==> src/rtl/vga_write_arbiter.sv <==
// vga_write_arbiter
//   Shares one VGA adapter write port between a grid renderer (G) and a
//   score renderer (S). A requester is granted the port for a whole shape.
//   The grant ends on an acked pixel flagged "last", or after TIMEOUT idle
//   granted cycles. Contention in IDLE is resolved round-robin.
//
// Ports
//   clock_i, reset_i           single clock, synchronous active-high reset
//   freeze_i                   blocks new grants (an active grant continues)
//   reqG_i/reqS_i              pixel request per renderer
//   lastG_i/lastS_i            current pixel is the last of its shape
//   xG_i/yG_i/colourG_i        G pixel data (8/7/3 bits)
//   xS_i/yS_i/colourS_i        S pixel data (8/7/3 bits)
//   grantG_o/grantS_o          registered ownership of the write port
//   ackG_o/ackS_o              combinational pixel accept
//   x_o/y_o/colour_o/plot_o    registered VGA write port (one cycle after ack)
//   pixelCount_o               pixels accepted in current grant (saturating)
//   timeoutG_o/timeoutS_o      sticky timeout flags, cleared by reset only
//   busy_o                     a grant is active
module vga_write_arbiter #(
  parameter int TIMEOUT = 16
) (
  input  logic        clock_i,
  input  logic        reset_i,
  input  logic        freeze_i,
  input  logic        reqG_i,
  input  logic        reqS_i,
  input  logic        lastG_i,
  input  logic        lastS_i,
  input  logic [7:0]  xG_i,
  input  logic [7:0]  xS_i,
  input  logic [6:0]  yG_i,
  input  logic [6:0]  yS_i,
  input  logic [2:0]  colourG_i,
  input  logic [2:0]  colourS_i,
  output logic        grantG_o,
  output logic        grantS_o,
  output logic        ackG_o,
  output logic        ackS_o,
  output logic [7:0]  x_o,
  output logic [6:0]  y_o,
  output logic [2:0]  colour_o,
  output logic        plot_o,
  output logic [14:0] pixelCount_o,
  output logic        timeoutG_o,
  output logic        timeoutS_o,
  output logic        busy_o
);

  localparam int IDLE_W = $clog2(TIMEOUT + 1);

  typedef enum logic [1:0] {
    IDLE    = 2'd0,
    GRANT_G = 2'd1,
    GRANT_S = 2'd2
  } state_t;

  state_t              state_q, state_d;
  logic                sLast_q, sLast_d;   // 1: S was served most recently
  logic [IDLE_W-1:0]   idle_q, idle_d;
  logic [14:0]         cnt_q, cnt_d;
  logic                toG_q, toG_d, toS_q, toS_d;
  logic [7:0]          x_q, x_d;
  logic [6:0]          y_q, y_d;
  logic [2:0]          colour_q, colour_d;
  logic                plot_q, plot_d;

  function automatic logic [14:0] sat_inc(input logic [14:0] v);
    return (v == 15'h7FFF) ? v : v + 15'd1;
  endfunction

  assign grantG_o     = (state_q == GRANT_G);
  assign grantS_o     = (state_q == GRANT_S);
  assign ackG_o       = grantG_o & reqG_i;
  assign ackS_o       = grantS_o & reqS_i;
  assign busy_o       = grantG_o | grantS_o;
  assign x_o          = x_q;
  assign y_o          = y_q;
  assign colour_o     = colour_q;
  assign plot_o       = plot_q;
  assign pixelCount_o = cnt_q;
  assign timeoutG_o   = toG_q;
  assign timeoutS_o   = toS_q;

  always_comb begin
    state_d  = state_q;
    sLast_d  = sLast_q;
    idle_d   = idle_q;
    cnt_d    = cnt_q;
    toG_d    = toG_q;
    toS_d    = toS_q;
    x_d      = x_q;
    y_d      = y_q;
    colour_d = colour_q;
    plot_d   = 1'b0;

    case (state_q)
      IDLE: begin
        if (!freeze_i) begin
          // G wins a tie only when S held the previous grant
          if (reqG_i && (!reqS_i || sLast_q)) begin
            state_d = GRANT_G;
            idle_d  = '0;
            cnt_d   = '0;
          end else if (reqS_i) begin
            state_d = GRANT_S;
            idle_d  = '0;
            cnt_d   = '0;
          end
        end
      end
      GRANT_G: begin
        if (ackG_o) begin
          x_d      = xG_i;
          y_d      = yG_i;
          colour_d = colourG_i;
          plot_d   = 1'b1;
          cnt_d    = sat_inc(cnt_q);
          idle_d   = '0;
          if (lastG_i) begin
            state_d = IDLE;
            sLast_d = 1'b0;
          end
        end else if (idle_q == IDLE_W'(TIMEOUT)) begin
          state_d = IDLE;
          sLast_d = 1'b0;
          toG_d   = 1'b1;
        end else begin
          idle_d = idle_q + IDLE_W'(1);
        end
      end
      GRANT_S: begin
        if (ackS_o) begin
          x_d      = xS_i;
          y_d      = yS_i;
          colour_d = colourS_i;
          plot_d   = 1'b1;
          cnt_d    = sat_inc(cnt_q);
          idle_d   = '0;
          if (lastS_i) begin
            state_d = IDLE;
            sLast_d = 1'b1;
          end
        end else if (idle_q == IDLE_W'(TIMEOUT)) begin
          state_d = IDLE;
          sLast_d = 1'b1;
          toS_d   = 1'b1;
        end else begin
          idle_d = idle_q + IDLE_W'(1);
        end
      end
      default: state_d = IDLE;
    endcase
  end

  always_ff @(posedge clock_i) begin
    if (reset_i) begin
      state_q  <= IDLE;
      sLast_q  <= 1'b1;
      idle_q   <= '0;
      cnt_q    <= '0;
      toG_q    <= 1'b0;
      toS_q    <= 1'b0;
      x_q      <= '0;
      y_q      <= '0;
      colour_q <= '0;
      plot_q   <= 1'b0;
    end else begin
      state_q  <= state_d;
      sLast_q  <= sLast_d;
      idle_q   <= idle_d;
      cnt_q    <= cnt_d;
      toG_q    <= toG_d;
      toS_q    <= toS_d;
      x_q      <= x_d;
      y_q      <= y_d;
      colour_q <= colour_d;
      plot_q   <= plot_d;
    end
  end

endmodule

==> config.mk <==
export PLATFORM = sky130hd
export DESIGN_NAME = vga_write_arbiter
export DESIGN_NICKNAME = d
export VERILOG_FILES = /design/src/rtl/vga_write_arbiter.sv
export SDC_FILE = /design/constraint.sdc
export NUM_CORES = 1
export LEC_CHECK = 0
export CAP_MARGIN = 20
export CORE_MARGIN = 4
export CORE_UTILIZATION = 44
export CTS_CLUSTER_SIZE = 8
export DETAILED_ROUTE_END_ITERATION = 6
export PLACE_DENSITY = 0.83
export SYNTH_ARGS = -nofsm -noshare
export SYNTH_HDL_FRONTEND = slang
export SYNTH_SLANG_ARGS = --single-unit
==> constraint.sdc <==
create_clock -name clock_i -period 2.8 [get_ports clock_i]
set_input_delay 0.42 -clock clock_i [delete_from_list [all_inputs] [get_ports clock_i]]
set_output_delay 0.42 -clock clock_i [all_outputs]
set_load 0.01 [all_outputs]
==> summary.md, run 1 <==
| Metric | Value |
|---|---|
| Area growth syn-to-layout | 47.2% |
| Fillers | ~450 |
| Worst setup margin | between 0.4 and 0.5 ns |
| Clock skew | 0.00815 ns |
| Worst Path Class, Setup | register to output pin |
| Antenna Nets Post-Route | 0 |
| Total GRT Usage | 18.2% |
| Initial antenna violation count | 0 |
| Slew margin rel. | 54.7% |
| Final GP Congestion | ~0.86 |
| Worst Reg-to-Reg Cells | 7 |
| Met2 Use GR | a little under a third |
| Final period utilization | 85.4% |
| Crit path max fanout | 21 |
| Critical path buffers and inverters | 4 |
| YS warnings | 0 |
| Async SR Flop Fraction | 0% |
| WP depth | 6 |
| Post-CTS Hold Buffers | 0 |
| Synth Area in Simple Gates | 21.4% |
| Met1 usage | 20.7% |
| Top delay family on crit path | buffers and inverters |
| Leakage | roughly 1.1 nW |
| Number of flops mapped to enable cells by yosys | 0 |
| Std-Cell Rows | 25 |
| Drt total wl | 5560 um |
| Most used DFF post-synth | dfxtp_1 |
| Post-synthesis sequential area ratio | 40.7% |
| Grt ovf | 0 |
| # IOs | 84 |
| Routed WL per cell | between 10 and 15 um |
| Layout cells sized above 1 | 5.34% |
| Max stage delay on crit path | 0.54 ns |
| CP required | 2.38 ns |
| Critical path launch point | state_q[0] |
| FF/Latch Area | between 800 and 900 um2 |
| Most frequent cells in the layout | clkdlybuf4s50_1 (83), dfxtp_1 (44), nor2_1 (31) |
| Max clock buf depth | 2 |
| Dpl cells | 396 |
| DP HPWL | 4340 um |
| Dpl ws | 0.247 ns |
| Post-Synth XOR/XNOR Area | 1.22% |
| Pin count of the biggest net entering global routing | 37 |
| CTS H-tree lvls | 2 |
| Proportion of synthesized area in mux cells | 9.72% |
| Latest clock arrival within the worst-skew pair | ~0.29 ns |
| WP data arrival | 1.97 ns |
| Die width | between 70 and 80 um |
| Largest area contributor in the netlist | dfxtp_1 |
| Peak supply drop | roughly 330 uV |
| Non-filler cells in the finished layout | 404 |
| DRC errors left | 0 |
| FMAX | 0.418 GHz |
| Main area contributors after synthesis | dfxtp_1 (41%), mux2i_1 (9.7%), a211oi_1 (6.3%) |
| Post-CTS Setup Inserts | 0 |
| Die H | 78.1 um |
| Most common cell after layout, fill and taps aside | clkdlybuf4s50_1 |
| Yosys reg bits | 44 |
| Mapped Nets | 302 |
| Count of final setup violators | 0 |
| Post-Synth Adder-Cell Area | under 10% |
| Max-capacitance violation count | 0 |
| Met3 usage | under 10% |
| Tightest Hold Check Type | register to register |
| Min Clock Period, post-route | 2.39 ns |
| Area of the multi-input gates | between 1000 and 1500 um2 |
| FF-to-FF End | pixelCount_o[9] |
| First-pass GRT wire length | 9040 um |
| Hold WS | 0.495 ns |
| Layout net count | 386 |
| Compound-Gate Fraction of Synth Area | 18.5% |
| Main combinational cell family by area after synthesis | simple AND/OR/NAND/NOR gates |
| Clk slew on worst S/H paths | 0.09 ns |
| Via Count | 2,134 |
| Nature of the critical path startpoint | register |
| Area share of the largest cell type after synthesis | 40.7% |
| Setup_tns | 0 ns |
| Outcome | completed |
| Most used routing layer | met2 |
| Final hold viol count | 0 |
| Drt pass-1 iters | 4 |
| CTS tree | built |
| Fin. max-slew vios | 0 |
| Synth Area per Inst | ~8.6 um2 |
| Slowest-stage cell, CP | clkdlybuf4s50_1 |
| Pwr Density | around 640 nW/um2 |
| Port Buffers | 83 |
| Reg2Reg Setup Slack | 0.42 ns |
| R2R Path Start | state_q[0] |
| Distinct cells, synth | 42 |
| Core area | 4750 um2 |
| Slew @ Worst Pin | 0.677 ns |
| Starting density of the core | 45.5% |
| DRC marker count from the first detailed-route iteration | 84 |
| Most used cell, CP | inv_1 |
| Clk root buf | clkbuf_8 |
| Die ar. | roughly 6000 um2 |
| Drt via density | 5.28 |
| Cts bufs inserted | 5 |
| CP Capture Type | output pin |
| Vias in the first global route | 2,000 |
| Antenna Cells | 0 |
| Clock sinks | 44 |
| CP Cell Sequence | inv_1 > ha_1 > buf_4 > nand2_1 > inv_1 > clkdlybuf4s50_1 |
| Syn Inst Count | 252 |
| Post_cts resized | 0 |
| RSZ-0062 raised after global routing | no |
| Synthesized area | 2160 um2 |
| Worst Setup EP | ackS_o |
cell type report:
cell class                 count  share of cell area (%)
tap                           67                    2.63
clock inverter                 3                    1.34
sequential                    44                    27.7
timing repair buffer          89                    27.5
inverter                      12                    1.42
clock buffer                   5                    2.16
multi-input combinational    184                    37.3
through the flow:
step	power, mW	instance area [um2]	utilization [%]
3_3_place_gp	1.56	3070	64.6
6_report	2.04	3180	66.9
2_1_floorplan	1.23	2160	-
3_5_place_dp	1.58	3070	64.6
4_1_cts	2.06	3180	66.9
5_1_grt	2.19	3180	66.9
worst min-delay path, cell delays in order, from the launching register on:
cell and delay (ns):
dfxtp_1 0.34, mux2i_1 0.07, nand2_1 0.06
Yosys cell counts (3+ instances only):
master	n
buf_1	3
buf_2	4
a21oi_1	18
ha_1	7
nand3_1	9
mux2i_1	21
inv_1	12
nand4_1	7
or3_1	5
nor2_1	31
dfxtp_1	44
or4_1	5
nand2_1	19
o31ai_1	4
a211oi_1	18
nor3_1	3
o21ai_0	7
clkbuf_1	5
sequential cells by signal, summed over array words and instances (netlist names), 2 cells and up:
name	count
state_q	2
x_o	8
y_o	7
idle_q	5
colour_o	3
pixelCount_o	15
where the power goes:
part	internal, mW	switching, mW
sequential	0.723	0.0551
clock	0.264	0.218
combinational	0.390	0.393
total	1.38	0.666
kinds of logic (layout without fill, tap and decap cells):
kind of cell    Yosys count  in the layout
flops                    44             44
fa+ha+maj                 7              7
simple gates             93             93
buf+inv                  24            109
mux                      21             21
xor+xnor                  3              3
compound gates           60             60
layer usage:
metal / routed length [um] / vias up
met2: 2650 / 88
met5: 0 / -
li1: - / 1080
met3: 653 / 2
met4: 6 / 0
met1: 2250 / 964
how the worst min path moves through the flow:
stage	from	end	slack [ns]	depth (start not counted)
finish	sLast_q	sLast_q	0.49	2
global route	sLast_q	sLast_q	0.52	2
CTS	sLast_q	sLast_q	0.50	2
detailed placement	sLast_q	sLast_q	0.47	2
global placement	sLast_q	sLast_q	0.47	2
floorplan	sLast_q	sLast_q	0.44	2
(Power assumes the default switching activity.)
==> inputs of run 2 (changes only) <==
Settings changed: CORE_MARGIN 4 to 8, CTS_CLUSTER_SIZE 8 to 25.
==> run 2 against run 1 <==
Effect of this change:
- power is 2.2% higher
- sequential cell count stayed put
- sequential power hardly changed
- clock power is 10% higher
- largest power group is now sequential cells
==> summary.md, run 2 (same netlist as run 1, synthesis figures left out) <==
| Metric | Value |
|---|---|
| Tightest Hold Check Type | register to register (unchanged) |
| Nature of the critical path startpoint | register (unchanged) |
| DRC marker count from the first detailed-route iteration | 135 (was 84) |
| Layout cells sized above 1 | 4.78% (was 5.34%) |
| Final instance area | 3180 um2 (unchanged) |
| Peak supply drop | 319 uV (was 335 uV) |
| Fin. max-slew vios | 0 (unchanged) |
| Pin count of the biggest net entering global routing | 37 (unchanged) |
| Die ar. | 7410 um2 (was 6100 um2) |
| Worst Reg-to-Reg Cells | 6 (was 7) |
| Slew margin rel. | 46.6% (was 54.7%) |
| Clock network fraction of total power | 25.4% (was 23.6%) |
| Via Count | 2,156 (was 2,134) |
| Gate power share | 37.3% (was 38.3%) |
| Drt pass-1 iters | 4 (unchanged) |
| Max stage delay on crit path | 0.54 ns (about the same) |
| Clock sinks | 44 (unchanged) |
| FF-to-FF End | pixelCount_o[2] (was pixelCount_o[9]) |
| Post-CTS Setup Inserts | 0 (unchanged) |
| Switching pwr | 0.666 mW (about the same) |
| Total Power | 2.09 mW (was 2.04 mW) |
| FMAX | 0.419 GHz (was 0.418 GHz) |
| Antenna Cells | 0 (unchanged) |
| Setup_tns | 0 ns (unchanged) |
| DP HPWL | 4470 um (was 4340 um) |
| Post-CTS Hold Buffers | 0 (unchanged) |
| Min Clock Period, post-route | 2.39 ns (about the same) |
| Non-filler cells in the finished layout | 402 (was 404) |
| Max reg flops | 15 (unchanged) |
| Final period utilization | 85.2% (was 85.4%) |
| Cts bufs inserted | 5 (unchanged) |
| Vias in the first global route | 2,224 (was 2,000) |
| Die width | 86.1 um (was 78.1 um) |
| Final hold viol count | 0 (unchanged) |
| Std-Cell Rows | 25 (unchanged) |
| Leakage | 1.13 nW (about the same) |
| Sequential share of power | 37.3% (was 38.1%) |
| Worst Hold Launch | colour_o[2] (was sLast_q) |
| Most frequent cells in the layout | clkdlybuf4s50_1 (83), dfxtp_1 (44), nor2_1 (31) (unchanged) |
| Die H | 86.1 um (was 78.1 um) |
| Count of final setup violators | 0 (unchanged) |
| Dpl cells | 394 (was 396) |
| Layout net count | 384 (was 386) |
| R2R Path Start | state_q[0] (unchanged) |
| Clock skew | 0.00690 ns (was 0.00815 ns) |
| DRC errors left | 0 (unchanged) |
| Hold Path End | colour_o[2] (was sLast_q) |
| Top delay family on crit path | buffers and inverters (unchanged) |
| Total GRT Usage | 16.3% (was 18.2%) |
| CP Cell Sequence | inv_1 > ha_1 > buf_4 > nand2_1 > inv_1 > clkdlybuf4s50_1 (unchanged) |
| Worst Path Class, Setup | register to output pin (unchanged) |
| Slowest-stage cell, CP | clkdlybuf4s50_1 (unchanged) |
| Crit path max fanout | 21 (unchanged) |
| Util after Layout | 67.4% (was 66.9%) |
| Max clock buf depth | 2 (unchanged) |
| RSZ-0062 raised after global routing | no (unchanged) |
| Slew @ Worst Pin | 0.795 ns (was 0.677 ns) |
| CP Capture Type | output pin (unchanged) |
| Post_cts resized | 0 (unchanged) |
| Routed WL per cell | 14.5 um (was 13.8 um) |
| Drt total wl | 5810 um (was 5560 um) |
| First-pass GRT wire length | 9800 um (was 9040 um) |
| Hold Path Stages | 2 (unchanged) |
| Latest clock arrival within the worst-skew pair | 0.30 ns (was 0.29 ns) |
| Switching Fraction | 31.9% (was 32.6%) |
| Most used cell, CP | inv_1 (unchanged) |
| Starting density of the core | 45.8% (was 45.5%) |
| Port Buffers | 83 (unchanged) |
| Area growth syn-to-layout | 47.2% (unchanged) |
| Reg2Reg Setup Slack | 0.42 ns (about the same) |
| Antenna Nets Post-Route | 0 (unchanged) |
| Placed cell area | 3060 um2 (was 3070 um2) |
| Drt via density | 5.36 (was 5.28) |
| Clk root buf | clkbuf_8 (unchanged) |
| Max-capacitance violation count | 0 (unchanged) |
| Pwr Density | 656 nW/um2 (was 642 nW/um2) |
| CTS H-tree lvls | 2 (unchanged) |
| Final GP Congestion | 0.826 (was 0.861) |
| Core area | 4720 um2 (was 4750 um2) |
| Outcome | completed (unchanged) |
| # IOs | 84 (unchanged) |
| Critical path buffers and inverters | 4 (unchanged) |
| CTS tree | built (unchanged) |
| Int Power | 1.42 mW (was 1.38 mW) |
| Grt ovf | 0 (unchanged) |
| Fillers | 397 (was 445) |
| WP data arrival | 1.97 ns (about the same) |
| Clk slew on worst S/H paths | 0.08 ns (was 0.09 ns) |
| CP required | 2.38 ns (about the same) |
| Most common cell after layout, fill and taps aside | clkdlybuf4s50_1 (unchanged) |
| Initial antenna violation count | 0 (unchanged) |
[run 2: final cells by class]
type	count	area [um2]	area share, %
clock inverter	1	30.0	0.943
clock buffer	7	96.3	3.03
tap	67	83.8	2.63
multi-input combinational	184	1190	37.3
inverter	12	45.0	1.42
timing repair buffer	87	861	27.0
sequential	44	881	27.7
[run 2: worst max path at each step]
stage | from | end | slack (ns) | cells after the start
2_1_floorplan | state_q[0] | pixelCount_o[12] | 0.68 | 7
3_3_place_gp | reqG_i | pixelCount_o[13] | 0.36 | 6
3_5_place_dp | reqS_i | pixelCount_o[9] | 0.28 | 6
4_1_cts | state_q[0] | ackS_o | 0.39 | 6
5_1_grt | state_q[0] | pixelCount_o[8] | 0.22 | 6
6_report | state_q[0] | ackS_o | 0.41 | 6
[run 2: stage by stage]
step	hold WS, ns	setup WS [ns]
after floorplan	0.440	0.675
after global placement	0.469	0.364
after detailed placement	0.475	0.282
after CTS	0.502	0.391
after global routing	0.521	0.221
final	0.499	0.413
[run 2: worst reg2reg max path: cells and delay by family, from the launching register on]
kind            cells  cell delay, ns
compound gates      3            1.01
fa+ha+maj           1            0.54
flops               1            0.39
simple gates        1            0.26
buf+inv             1            0.09
[run 2: metal layers]
layer	vias to the layer above	track usage (%)	share of wire [%]
met1	983	16.0	39
met4	0	5.41	1.5
met5	-	0	0
li1	1075	-	-
met2	89	27.9	46
met3	9	9.74	13
[run 2: power by group through the flow]
stage               combinational [mW]  sequential (mW)  clock (mW)
finish                           0.779            0.779       0.530
global route                     0.863            0.791       0.573
CTS                              0.784            0.779       0.545
detailed placement               0.777            0.792           0
global placement                 0.768            0.788           0
floorplan                        0.404            0.826           0
==> inputs of run 3 (changes only) <==
Settings changed: REMOVE_ABC_BUFFERS set to 1, SKIP_CTS_REPAIR_TIMING set to 1.
==> run 3 against run 2 <==
Effect of this change:
- worst hold slack worse by 0.0016 ns
- sequential share of layout area down 0.21 points
- register-to-register slack better by 0.12 ns
- clock skew is 0.0097 ns higher
- first-iteration DRC count down 8.1%
- die area unchanged
- clock power down 9.6%
- sequential power is essentially flat
- setup slack got worse by 0.046 ns
- final area increased by 0.75%
- combinational power is 3.9% higher
- largest cell class unchanged
==> summary.md, run 3 (same netlist as run 1, synthesis figures left out) <==
| Metric | Value |
|---|---|
| Outcome | completed (unchanged) |
| Final period utilization | 86.9% (was 85.2%) |
| Most frequent cells in the layout | clkdlybuf4s50_1 (83), dfxtp_1 (44), nor2_1 (31) (unchanged) |
| Switching Fraction | 32.5% (was 31.9%) |
| FF/Latch Area | 881 um2 (unchanged) |
| FMAX | 0.411 GHz (was 0.419 GHz) |
| Drt pass-1 iters | 4 (unchanged) |
| Drt via density | 5.32 (was 5.36) |
| Die ar. | 7410 um2 (unchanged) |
| Grt ovf | 0 (unchanged) |
| CTS tree | built (unchanged) |
| Hold WS | 0.498 ns (was 0.499 ns) |
| RSZ-0062 raised after global routing | no (unchanged) |
| CP Cell Sequence | inv_1 > ha_1 > buf_4 > nand2_1 > inv_1 > clkdlybuf4s50_1 (unchanged) |
| Final hold viol count | 0 (unchanged) |
| Max-capacitance violation count | 0 (unchanged) |
| Switching pwr | 0.671 mW (was 0.666 mW) |
| Fin. max-slew vios | 0 (unchanged) |
| Layout cells sized above 1 | 5.60% (was 4.78%) |
| Layout net count | 388 (was 384) |
| Max reg flops | 15 (unchanged) |
| Area growth syn-to-layout | 48.3% (was 47.2%) |
| Max clock buf depth | 2 (unchanged) |
| Final instance area | 3210 um2 (was 3180 um2) |
| Die width | 86.1 um (unchanged) |
| Max stage delay on crit path | 0.54 ns (about the same) |
| Reg2Reg Setup Slack | 0.54 ns (was 0.42 ns) |
| R2R Path Start | state_q[1] (was state_q[0]) |
| CTS H-tree lvls | 2 (unchanged) |
| Worst Path Class, Setup | register to output pin (unchanged) |
| Worst Setup EP | ackS_o (unchanged) |
| Most common cell after layout, fill and taps aside | clkdlybuf4s50_1 (unchanged) |
| Initial antenna violation count | 0 (unchanged) |
| Int Power | 1.40 mW (was 1.42 mW) |
| Slew @ Worst Pin | 0.669 ns (was 0.795 ns) |
| Starting density of the core | 45.8% (unchanged) |
| Tightest Hold Check Type | register to register (unchanged) |
| Clk slew on worst S/H paths | 0.08 ns (about the same) |
| Slowest-stage cell, CP | clkdlybuf4s50_1 (unchanged) |
| First-pass GRT wire length | 9740 um (was 9800 um) |
| Pwr Density | 644 nW/um2 (was 656 nW/um2) |
| Area of the multi-input gates | 1190 um2 (unchanged) |
| Final GP Congestion | 0.943 (was 0.826) |
| Clock network fraction of total power | 23.2% (was 25.4%) |
| Clk root buf | clkbuf_8 (unchanged) |
| Top delay family on crit path | buffers and inverters (unchanged) |
| CP Capture Type | output pin (unchanged) |
| Routed WL per cell | 14.7 um (was 14.5 um) |
| Antenna Cells | 0 (unchanged) |
| WP depth | 6 (unchanged) |
| Fillers | 378 (was 397) |
| Gate power share | 39.1% (was 37.3%) |
| DRC marker count from the first detailed-route iteration | 124 (was 135) |
| Hold Path Stages | 2 (unchanged) |
| Slew margin rel. | 55.2% (was 46.6%) |
| Pin count of the biggest net entering global routing | 29 (was 37) |
| Most used cell, CP | inv_1 (unchanged) |
| Die H | 86.1 um (unchanged) |
| Leakage | 1.14 nW (was 1.13 nW) |
| Latest clock arrival within the worst-skew pair | 0.30 ns (about the same) |
| Crit path max fanout | 21 (unchanged) |
| # IOs | 84 (unchanged) |
| Nature of the critical path startpoint | register (unchanged) |
| Drt total wl | 5950 um (was 5810 um) |
| WP data arrival | 2.01 ns (was 1.97 ns) |
| Via Count | 2,158 (was 2,156) |
| Core area | 4720 um2 (unchanged) |
| DP HPWL | 4700 um (was 4470 um) |
| Count of final setup violators | 0 (unchanged) |
| Port Buffers | 83 (unchanged) |
| DRC errors left | 0 (unchanged) |
| Antenna Nets Post-Route | 0 (unchanged) |
| Min Clock Period, post-route | 2.43 ns (was 2.39 ns) |
| Clock sinks | 44 (unchanged) |
| Placed cell area | 3100 um2 (was 3060 um2) |
| Peak supply drop | 434 uV (was 319 uV) |
| Cts bufs inserted | 5 (unchanged) |
| Worst Reg-to-Reg Cells | 7 (was 6) |
| Critical path launch point | state_q[0] (unchanged) |
| Std-Cell Rows | 25 (unchanged) |
| Vias in the first global route | 2,086 (was 2,224) |
| CP required | 2.38 ns (about the same) |
| Critical path buffers and inverters | 4 (unchanged) |
| Total GRT Usage | 16.3% (about the same) |
| FF-to-FF End | pixelCount_o[12] (was pixelCount_o[2]) |
| Setup_tns | 0 ns (unchanged) |
| Sequential share of power | 37.7% (was 37.3%) |
| Clock skew | 0.0166 ns (was 0.00690 ns) |
-- run 3: how the worst min path moves through the flow --
stage	start	to	slack [ns]
after CTS	x_o[7]	x_o[7]	0.50
final	colour_o[1]	colour_o[1]	0.50
after global routing	colour_o[2]	colour_o[2]	0.51
after detailed placement	x_o[7]	x_o[7]	0.49
after global placement	sLast_q	sLast_q	0.47
after floorplan	sLast_q	sLast_q	0.44
-- run 3: layer usage --
| layer | vias to the layer above | global-route usage (%) | part of all wire (%) |
|---|---|---|---|
| met1 | 974 | 16.8 | 40 |
| li1 | 1083 | - | - |
| met4 | 0 | 6.69 | 2.0 |
| met2 | 86 | 26.9 | 47 |
| met3 | 15 | 8.60 | 11 |
| met5 | - | 0 | 0 |
-- run 3: power by group through the flow --
stage,registers (mW),clock network (mW),logic (mW)
floorplan,0.826,0,0.380
finish,0.779,0.479,0.809
CTS,0.780,0.489,0.815
detailed placement,0.793,0,0.812
global placement,0.786,0,0.797
global route,0.792,0.514,0.880
-- run 3: layout make-up --
class,count,area share [%]
clock buffers,6,2.26
clock inverters,2,1.09
flip-flops and latches,44,27.5
repair buffers,91,28.2
well taps,67,2.61
multi-input cells,184,37.0
inverters,12,1.40
-- run 3: per-stage QoR --
step | power, mW | setup slack (ns) | util [%] | std cells
2_1_floorplan | 1.21 | 0.191 | - | 240
3_3_place_gp | 1.58 | 0.401 | 65.6 | 398
3_5_place_dp | 1.61 | 0.357 | 65.6 | 398
4_1_cts | 2.08 | 0.341 | 67.9 | 406
5_1_grt | 2.19 | 0.280 | 67.9 | 406
6_report | 2.07 | 0.367 | 67.9 | 406
-- run 3: worst reg2reg max path: stages, from the launching register on --
cell and delay, ns:
dfxtp_1 0.38, inv_1 0.08, ha_1 0.21, nor2b_1 0.19
or2_1 0.28, or4b_4 0.57, or3_1 0.33, a21oi_1 0.14
